<file path="src/rtl/iodelay_pkg.sv">
// iodelay_pkg
// Shared definitions for the RGMII RX IDELAYE2 tap controller: the controller
// state encoding, the CNTVALUE bus width and the default bring-up timing.
// No ports (package).
package iodelay_pkg;

    typedef enum logic [2:0] {
        HOLD,
        WAIT_RDY,
        INIT,
        IDLE,
        LOAD,
        VERIFY
    } state_e;

    localparam int tap_width_gp   = 5;
    // 16 cycles at 200 MHz = 80 ns, above the 60 ns IDELAYCTRL RST minimum.
    localparam int hold_cycles_gp = 16;
    localparam int rdy_timeout_gp = 1024;

endpackage

</file>
<file path="src/rtl/iodelay_tap_shadow.sv">
// iodelay_tap_shadow
// Per-lane shadow copy of the programmed IDELAYE2 tap values. The shadow is
// what INIT replays after every bring-up, so committed updates survive an
// IDELAYCTRL RDY drop.
// Ports:
//   clk_i, reset_n_i  clock, asynchronous active-low reset (taps -> init_tap_p)
//   wr_v_i            write strobe
//   wr_all_i          write wr_tap_i into every lane
//   wr_lane_i         target lane when wr_all_i=0 (out-of-range lanes ignored)
//   wr_tap_i          tap value to store
//   taps_o            all shadow taps, lane n at [5n+4:5n]
module iodelay_tap_shadow
    import iodelay_pkg::*;
#(
    parameter int  num_lanes_p   = 5,
    parameter int  init_tap_p    = 0,
    localparam int lane_width_lp = (num_lanes_p > 1) ? $clog2(num_lanes_p) : 1
) (
    input  logic                                  clk_i,
    input  logic                                  reset_n_i,
    input  logic                                  wr_v_i,
    input  logic                                  wr_all_i,
    input  logic [lane_width_lp-1:0]              wr_lane_i,
    input  logic [tap_width_gp-1:0]               wr_tap_i,
    output logic [num_lanes_p*tap_width_gp-1:0]   taps_o
);

    logic [tap_width_gp-1:0] tap_q [num_lanes_p];

    always_ff @(posedge clk_i or negedge reset_n_i) begin
        if (!reset_n_i) begin
            for (int n = 0; n < num_lanes_p; n++) begin
                tap_q[n] <= tap_width_gp'(init_tap_p);
            end
        end else if (wr_v_i) begin
            for (int n = 0; n < num_lanes_p; n++) begin
                if (wr_all_i || (int'(wr_lane_i) == n)) begin
                    tap_q[n] <= wr_tap_i;
                end
            end
        end
    end

    for (genvar g = 0; g < num_lanes_p; g++) begin : g_taps
        assign taps_o[g*tap_width_gp +: tap_width_gp] = tap_q[g];
    end

endmodule

</file>
<file path="src/rtl/iodelay_tap_ctrl.sv">
// iodelay_tap_ctrl
// Sequences the IDELAYCTRL RST/RDY handshake and programs the RGMII RX
// IDELAYE2 lanes in VAR_LOAD mode (shared CNTVALUEIN, per-lane LD), checking
// each load against the lane's CNTVALUEOUT readback one cycle later.
// Ports:
//   clk_i             200 MHz IDELAY reference clock
//   reset_n_i         asynchronous active-low reset
//   idelayctrl_rdy_i  IDELAYCTRL RDY; a drop outside HOLD/WAIT_RDY restarts bring-up
//   idelayctrl_rst_o  IDELAYCTRL RST (active-high)
//   cntvalue_o        shared CNTVALUEIN bus
//   ld_o              per-lane LD strobe
//   cntvalueout_i     per-lane CNTVALUEOUT, lane n at [5n+4:5n]
//   cfg_v_i/cfg_ready_o  tap-update request handshake
//   cfg_all_i, cfg_lane_i, cfg_tap_i  broadcast flag, target lane, tap value
//   ctrl_ready_o      delays calibrated, RX path usable
//   verify_err_o      sticky per-lane readback mismatch
//   cfg_err_o         sticky out-of-range lane request
//   timeout_o         sticky RDY timeout
//   err_clr_i         clears all sticky errors, wins over a same-cycle set
module iodelay_tap_ctrl
    import iodelay_pkg::*;
#(
    parameter int  num_lanes_p   = 5,
    parameter int  hold_cycles_p = hold_cycles_gp,
    parameter int  rdy_timeout_p = rdy_timeout_gp,
    parameter int  init_tap_p    = 0,
    localparam int lane_width_lp = (num_lanes_p > 1) ? $clog2(num_lanes_p) : 1
) (
    input  logic                                clk_i,
    input  logic                                reset_n_i,
    input  logic                                idelayctrl_rdy_i,
    output logic                                idelayctrl_rst_o,
    output logic [tap_width_gp-1:0]             cntvalue_o,
    output logic [num_lanes_p-1:0]              ld_o,
    input  logic [num_lanes_p*tap_width_gp-1:0] cntvalueout_i,
    input  logic                                cfg_v_i,
    input  logic                                cfg_all_i,
    input  logic [lane_width_lp-1:0]            cfg_lane_i,
    input  logic [tap_width_gp-1:0]             cfg_tap_i,
    output logic                                cfg_ready_o,
    output logic                                ctrl_ready_o,
    output logic [num_lanes_p-1:0]              verify_err_o,
    output logic                                cfg_err_o,
    output logic                                timeout_o,
    input  logic                                err_clr_i
);

    localparam int cnt_max_lp = (hold_cycles_p > rdy_timeout_p) ? hold_cycles_p : rdy_timeout_p;
    localparam int cnt_w_lp   = (cnt_max_lp > 2) ? $clog2(cnt_max_lp) : 1;
    localparam logic [cnt_w_lp-1:0]      hold_last_lp = cnt_w_lp'(hold_cycles_p - 1);
    localparam logic [cnt_w_lp-1:0]      to_last_lp   = cnt_w_lp'(rdy_timeout_p - 1);
    localparam logic [lane_width_lp-1:0] lane_last_lp = lane_width_lp'(num_lanes_p - 1);

    state_e                          state_q, state_d;
    logic [cnt_w_lp-1:0]             cnt_q, cnt_d;
    logic [lane_width_lp-1:0]        lane_q, lane_d, lane_nx;
    logic                            init_q, init_d;
    logic                            rst_q, rst_d;
    logic [num_lanes_p-1:0]          ld_q, ld_d;
    logic [num_lanes_p-1:0]          mask_q, mask_d;
    logic [tap_width_gp-1:0]         tap_q, tap_d;
    logic                            cfg_ready_q, cfg_ready_d;
    logic                            ctrl_ready_q, ctrl_ready_d;
    logic [num_lanes_p-1:0]          verify_err_q, verify_set;
    logic                            cfg_err_q, cfg_err_set;
    logic                            timeout_q, timeout_set;
    logic                            accept, lane_ok, shadow_we;
    logic [num_lanes_p*tap_width_gp-1:0] shadow_taps;

    function automatic logic [num_lanes_p-1:0] onehot(input logic [lane_width_lp-1:0] l);
        return num_lanes_p'(1) << l;
    endfunction

    iodelay_tap_shadow #(
        .num_lanes_p (num_lanes_p),
        .init_tap_p  (init_tap_p)
    ) u_shadow (
        .clk_i     (clk_i),
        .reset_n_i (reset_n_i),
        .wr_v_i    (shadow_we),
        .wr_all_i  (cfg_all_i),
        .wr_lane_i (cfg_lane_i),
        .wr_tap_i  (cfg_tap_i),
        .taps_o    (shadow_taps)
    );

    always_comb begin
        state_d      = state_q;
        cnt_d        = '0;
        lane_d       = lane_q;
        init_d       = init_q;
        rst_d        = 1'b0;
        ld_d         = '0;
        mask_d       = mask_q;
        tap_d        = tap_q;
        cfg_ready_d  = 1'b0;
        ctrl_ready_d = 1'b0;
        verify_set   = '0;
        cfg_err_set  = 1'b0;
        timeout_set  = 1'b0;
        shadow_we    = 1'b0;
        accept       = 1'b0;
        lane_ok      = cfg_all_i || (int'(cfg_lane_i) < num_lanes_p);
        lane_nx      = lane_q + 1'b1;

        unique case (state_q)
            HOLD: begin
                if (cnt_q == hold_last_lp) begin
                    state_d = WAIT_RDY;
                end else begin
                    rst_d = 1'b1;
                    cnt_d = cnt_q + 1'b1;
                end
            end
            WAIT_RDY: begin
                if (idelayctrl_rdy_i) begin
                    state_d = INIT;
                    lane_d  = '0;
                    init_d  = 1'b1;
                    ld_d    = onehot('0);
                    mask_d  = ld_d;
                    tap_d   = shadow_taps[tap_width_gp-1:0];
                end else if (cnt_q == to_last_lp) begin
                    timeout_set = 1'b1;
                    state_d     = HOLD;
                    rst_d       = 1'b1;
                end else begin
                    cnt_d = cnt_q + 1'b1;
                end
            end
            INIT, LOAD: begin
                // ld_o is already registered for this cycle; VERIFY follows.
                if (!idelayctrl_rdy_i) begin
                    state_d = HOLD;
                    rst_d   = 1'b1;
                    init_d  = 1'b0;
                end else begin
                    state_d = VERIFY;
                end
            end
            VERIFY: begin
                if (!idelayctrl_rdy_i) begin
                    state_d = HOLD;
                    rst_d   = 1'b1;
                    init_d  = 1'b0;
                end else begin
                    for (int n = 0; n < num_lanes_p; n++) begin
                        if (mask_q[n] && (cntvalueout_i[n*tap_width_gp +: tap_width_gp] != tap_q)) begin
                            verify_set[n] = 1'b1;
                        end
                    end
                    if (init_q && (lane_q != lane_last_lp)) begin
                        state_d = INIT;
                        lane_d  = lane_nx;
                        ld_d    = onehot(lane_nx);
                        mask_d  = ld_d;
                        tap_d   = shadow_taps[int'(lane_nx)*tap_width_gp +: tap_width_gp];
                    end else begin
                        state_d      = IDLE;
                        init_d       = 1'b0;
                        cfg_ready_d  = 1'b1;
                        ctrl_ready_d = 1'b1;
                    end
                end
            end
            IDLE: begin
                accept = cfg_v_i && cfg_ready_q;
                // An accepted update commits to the shadow even if RDY is
                // dropping, so the following INIT replays it.
                if (accept) begin
                    if (lane_ok) shadow_we   = 1'b1;
                    else         cfg_err_set = 1'b1;
                end
                if (!idelayctrl_rdy_i) begin
                    state_d = HOLD;
                    rst_d   = 1'b1;
                end else if (accept && lane_ok) begin
                    state_d = LOAD;
                    ld_d    = cfg_all_i ? {num_lanes_p{1'b1}} : onehot(cfg_lane_i);
                    mask_d  = ld_d;
                    tap_d   = cfg_tap_i;
                end else begin
                    cfg_ready_d  = 1'b1;
                    ctrl_ready_d = 1'b1;
                end
            end
            default: begin
                state_d = HOLD;
                rst_d   = 1'b1;
                init_d  = 1'b0;
            end
        endcase
    end

    always_ff @(posedge clk_i or negedge reset_n_i) begin
        if (!reset_n_i) begin
            state_q      <= HOLD;
            cnt_q        <= '0;
            lane_q       <= '0;
            init_q       <= 1'b0;
            rst_q        <= 1'b1;
            ld_q         <= '0;
            mask_q       <= '0;
            tap_q        <= '0;
            cfg_ready_q  <= 1'b0;
            ctrl_ready_q <= 1'b0;
            verify_err_q <= '0;
            cfg_err_q    <= 1'b0;
            timeout_q    <= 1'b0;
        end else begin
            state_q      <= state_d;
            cnt_q        <= cnt_d;
            lane_q       <= lane_d;
            init_q       <= init_d;
            rst_q        <= rst_d;
            ld_q         <= ld_d;
            mask_q       <= mask_d;
            tap_q        <= tap_d;
            cfg_ready_q  <= cfg_ready_d;
            ctrl_ready_q <= ctrl_ready_d;
            verify_err_q <= err_clr_i ? '0   : (verify_err_q | verify_set);
            cfg_err_q    <= err_clr_i ? 1'b0 : (cfg_err_q | cfg_err_set);
            timeout_q    <= err_clr_i ? 1'b0 : (timeout_q | timeout_set);
        end
    end

    assign idelayctrl_rst_o = rst_q;
    assign cntvalue_o       = tap_q;
    assign ld_o             = ld_q;
    assign cfg_ready_o      = cfg_ready_q;
    assign ctrl_ready_o     = ctrl_ready_q;
    assign verify_err_o     = verify_err_q;
    assign cfg_err_o        = cfg_err_q;
    assign timeout_o        = timeout_q;

endmodule

</file>
<file path="config.mk">
export PLATFORM = sky130hd
export DESIGN_NAME = iodelay_tap_ctrl
export DESIGN_NICKNAME = d
export VERILOG_FILES = /design/src/rtl/iodelay_pkg.sv /design/src/rtl/iodelay_tap_shadow.sv /design/src/rtl/iodelay_tap_ctrl.sv
export SDC_FILE = /design/constraint.sdc
export NUM_CORES = 1
export LEC_CHECK = 0
export CORE_ASPECT_RATIO = 1.5
export CORE_MARGIN = 2
export CORE_UTILIZATION = 54
export CTS_CLUSTER_SIZE = 10
export DETAILED_ROUTE_END_ITERATION = 7
export GPL_TIMING_DRIVEN = 0
export PLACE_DENSITY = 0.8
export SLEW_MARGIN = 30
export SYNTH_ARGS = -nofsm -noshare
export SYNTH_HDL_FRONTEND = slang
export SYNTH_SLANG_ARGS = --single-unit
</file>
<file path="constraint.sdc">
create_clock -name clk_i -period 2.6 [get_ports clk_i]
set_clock_uncertainty 0.1 [all_clocks]
set_input_delay 0.52 -clock clk_i [delete_from_list [all_inputs] [get_ports clk_i]]
set_output_delay 0.52 -clock clk_i [all_outputs]
set_load 0.01 [all_outputs]
</file>
Word level (Yosys, flattened, before mapping) --
Cells that the tools add are included.
Storage, ports and cells: register bits after elaboration 66, bits of input ports 39, output and inout bits 20, logic and storage cells 153
Cells by class: $add $sub $neg 2, multipliers 1, $lt $le $gt $ge 1, eq/ne operators 27, shift-type cells 3, mux-type cells 68, bitwise operators 4, reductions and logical operators 30
Operators by type and width (number):
- $mux W5 | 18
- $pmux W5 S3 | 3
- $mux W10 | 3
- $mux W1 | 28
- $mux W3 | 9
- $ne A5 B5 Y1 | 5
- $shiftx A25 B7 Y5 | 1
- $pmux W10 S2 | 1
- $eq A3 B3 Y1 const B | 5
- $pmux W3 S5 | 1
- $ne A2 B2 Y1 const B | 7
- $ne A3 B3 Y1 const B | 4
- $add A10 B1 Y10 const B | 1
- $eq A10 B10 Y1 const B | 1
- $eq A10 B4 Y1 const B | 1
- $reduce_and A2 Y1 | 5
- $shl A1 B3 Y5 const A | 2
- $eq A3 B2 Y1 const B | 3
- $logic_and A1 B1 Y1 | 8
- $reduce_and A4 Y1 | 2
- $logic_not A3 Y1 | 2
- $logic_or A1 B1 Y1 | 6
- $mul A3 B3 Y6 const B | 1
- $pmux W3 S2 | 1
- other kinds (16) | 18

Longest topological paths before layout --
word-level depth 7, mapped depth 7, depth with buffers taken out 6

By module --
Synthesis repeated with hierarchy kept, for this count alone.
Unflattened totals: cell total of the unflattened synthesis 338, area total of the unflattened synthesis 3668.5 µm²
By module, submodules not included:
- iodelay_tap_ctrl | instances 1, cells each 277, area an instance 2667.6 µm², sequential area each 1027.2 µm²
- iodelay_tap_shadow | instances 1, cells each 61, area an instance 1001.0 µm², sequential area each 625.6 µm²

Least setup slack after synthesis --
Ideal clock, no wire load.
path kind flip-flop to flip-flop, from reg lane_q[0], to reg tap_q[3] (netlist: cntvalue_o[3]), setup time 125 ps, arrival 1991 ps, data required time 2375 ps, setup slack 384 ps, cell stages (with the launch flop) 8, path buffers 1, period minus slack after synthesis 2216 ps, path through dfrtp_1 buf_2 inv_1 ha_1 a21boi_4 nor3b_2 a211oi_4 mux2_4
On the way: word-level cells in the longest chain between the ends 6
RTL lines:
- from (decl) | line iodelay_tap_ctrl.sv:56 | logic [lane_width_lp-1:0] lane_q, lane_d, lane_nx;
- from (signal assigned) | line iodelay_tap_ctrl.sv:213 | lane_q <= lane_d;
- $add A3 B1 Y3 | line iodelay_tap_ctrl.sv:104 | lane_nx = lane_q + 1'b1;
- $mul A3 B3 Y6 | line iodelay_tap_ctrl.sv:157 | tap_d = shadow_taps[int'(lane_nx)*tap_width_gp +: tap_width_gp];
- $shiftx A25 B7 Y5 | line iodelay_tap_ctrl.sv:157
- $mux W5 | line iodelay_tap_ctrl.sv:152 | if (init_q && (lane_q != lane_last_lp)) begin
- $mux W5 | line iodelay_tap_ctrl.sv:142 | if (!idelayctrl_rdy_i) begin
- $pmux W5 S3 | line iodelay_tap_ctrl.sv:106 | unique case (state_q)
- to (signal assigned) | line iodelay_tap_ctrl.sv:218 | tap_q <= tap_d;
- to (decl) | line iodelay_tap_ctrl.sv:61 | logic [tap_width_gp-1:0] tap_q, tap_d;
Parallel ways exist; a longest one is shown, timed or not. The select of a mux whose other input is x is not followed. A chain may end at the register's enable or synchronous reset.

Final worst setup path --
from reg lane_q[0], to reg tap_q[2] (netlist: cntvalue_o[2])
The elaborated chain is that of the path after synthesis.

==> metrics.cfg <==
[clock_network]
htree_levels=3
clock_path_buffers=2
clkTransAtPathRegs_ns=0.06
cts_tree=yes
numCtsBuffers=9
insertion_delay_ns=0.34
cts.sinks=66
root_buffer=clkbuf_8

[logic_synthesis]
syn_area_per_cell_um2=10.9
yosysTopAreaCell=dfrtp_1
synth.distinct_cells=62
yosys-top-cells-area=dfrtp_1 44%, mux2_2 8.0%, xnor2_1 5.3%, xor2_1 3.4%, mux4_2 3.1%
netlist_area_um2=3660
synthCells=335
yosysTopAreaCellShare_pct=44.4
ys_ff_latch=66
synth-main-ff-cell=dfrtp_1
yosys_warnings=0
async_reset_ff_share_pct=100
ys_seq_area_share_pct=45.2
synth_fp_nets=380
synth_edf_count=0

[sta]
slew_viol_final=0
worst_pin_slew_ns=0.824
period_share_pct=93.1
hold_ws_ns=0.391
layout_setup_ws_ns=0.180
fmax_mhz=413
maxSlewHeadroom_pct=45.0
rsz0062_at_grt=false
final-hold-violation-count=0
fin_crit_ns=2.42
finalSetupTns_ns=0
setup_viol_count_final=0

[run]
cap_violations=0

[die]
core_um2=6530
fp.dieArea_um2=7470
die_w_um=71.2
die_y_um=105
ios=59
fp-row-count=36
start_util_pct=56.0

[critical_path]
rr_worst_depth=7
critPathArrivalTime_ns=2.55
cp_max_fo=9
critical_path_class=reg -> reg
critPathCaptureType=flip-flop
critPathRequiredTime_ns=2.73
regToRegSetupSlack_ns=0.18
cp-start-kind=flip-flop
timing.rr.end=cntvalue_o[2]
rr_startpoint=lane_q[0]

[place]
postPlaceCellArea_um2=4350
dp_hpwl_um=6320
gp_congestion=0.870
dp_cells=469
io_buffer_count=57
dp_slack_ns=-0.0568

[hold_path]
hp-class=reg -> reg
holdPathEnd=cnt_q[0]
hold_depth=1
min-delay-start=cnt_q[0]

[final_layout]
layout-drive-gt1-share_pct=17.8
nFillCells=513
diodes=0
fin_util_pct=69.4
syn_to_final_growth_pct=23.9
final_cell_area_um2=4540
finalNetCount=451
instances_no_fill=485

[power]
p_leak_nw=1.96
vdd_drop_max_mv=0.445
total_power_mw=3.14
p_per_area_nw_per_um2=692

[routing]
dr.pass1.iters=4
drt_iter0_markers=156
vias_per_cell=5.82
vias=2825
drt-total-wl_um=8390
route.detailed.drc=0
routedWlPerCell_um=17.3
antenna_left=0

[global_routing]
grt_start_max_net_pins=49
first_global_vias=2880
grt-ovfl-total=0
grtUsageTotal_pct=23.8
grt_pass1_wl_um=13800
antenna_found_initial=0

[run_status]
status=completed

-- state kept, by name, indices dropped and copies added (netlist names), 3 cells and up --
| signal | count |
|---|---|
| cntvalue_o | 5 |
| verify_err_o | 5 |
| state_q | 3 |
| lane_q | 3 |
| u_shadow.taps_o | 25 |
| cnt_q | 10 |
| mask_q | 5 |
| ld_o | 5 |
-- cell families after synthesis --
| family | Yosys count | share of synthesized area (%) |
|---|---|---|
| flops | 66 | 45.2 |
| compound gates | 56 | 12.5 |
| xor+xnor | 36 | 8.62 |
| buf+inv | 39 | 4.68 |
| fa+ha+maj | 6 | 2.05 |
| simple gates | 96 | 13.8 |
| mux | 36 | 13.1 |
-- cell usage after synthesis (4+ instances only) --
cell        n
dfrtp_1    65
mux2_2     26
xnor2_1    22
nand2_1    21
nor2_1     21
inv_1      19
nand3_1    16
xor2_1     14
a21oi_1     8
buf_2       8
clkbuf_1    8
o2111ai_1   8
ha_1        6
a32oi_1     5
mux2_4      5
mux4_2      5
nor2b_1     5
nor3_1      5
o311ai_0    5
o21ai_0     4
-- power breakdown --
group	switching [mW]	leakage, nW	internal (mW)
registers	0.102	0.905	1.17
clock network	0.350	0.0766	0.363
logic	0.612	0.975	0.547
-- cell type report --
type                    instances  area [um^2]  share of cell area, %
well taps                      76         95.1                   2.10
inverters                      20         75.1                   1.66
flip-flops and latches         66         1650                   36.4
clock buffers                  14          153                   3.37
multi-input cells             230         1840                   40.5
plain buffers                  19         96.3                   2.12
repair buffers                 60          626                   13.8
-- worst max path at each step --
stage                           startpoint  slack [ns]            end  cells after the start
after floorplan                  lane_q[0]        0.38  cntvalue_o[3]                      7
after global placement           reset_n_i       -1.22       cnt_q[8]                      1
after detailed placement  idelayctrl_rdy_i       -0.06  cntvalue_o[4]                      5
after CTS                        lane_q[0]        0.03  cntvalue_o[4]                      7
after global routing             lane_q[0]        0.07  cntvalue_o[2]                      7
final                            lane_q[0]        0.18  cntvalue_o[2]                      7
-- worst max-delay path, cell delays in order, from the launching register on --
cell,delay [ns]
dfrtp_1,0.42
buf_2,0.31
inv_1,0.13
ha_2,0.46
mux4_2,0.33
nand3_1,0.10
o2111ai_1,0.15
mux2_4,0.28
-- what timing repair did --
| action | CTS | global route |
|---|---|---|
| resized for setup | 0 | 1 |
| hold buffers | 1 | 0 |
| pin swaps | 1 | 1 |
| endpoints found under the hold margin | 18 | 0 |
| endpoints found under the setup margin | 5 | 6 |
| buffers inserted | 0 | 1 |
-- per-layer routing --
metal	wire length, um	up-vias	GRT usage (%)
li1	-	1350	-
met1	3260	1372	26.9
met5	0	-	0
met3	501	16	6.17
met2	4440	87	42.7
met4	190	0	7.95
-- layout by cell type, fill, tap and decap left out, types with 3 or more instances in the layout --
cell and instances:
o21ai_0 4, nor3_1 5, o2111ai_1 8, nand4_1 3
nand2b_1 3, ha_1 5, mux4_2 5, clkbuf_8 10
xnor2_1 22, a31oi_1 3, nand3_1 16, mux2_2 26
nor2_1 21, buf_2 8, inv_1 19, dfrtp_1 65
o311ai_0 5, clkbuf_1 12, buf_4 3, nor2b_1 5
nand2_1 21, clkdlybuf4s50_1 56, a22o_1 3, a32oi_1 5
xor2_1 14, a21oi_1 8, mux2_4 5
(Power assumes the default switching activity.)
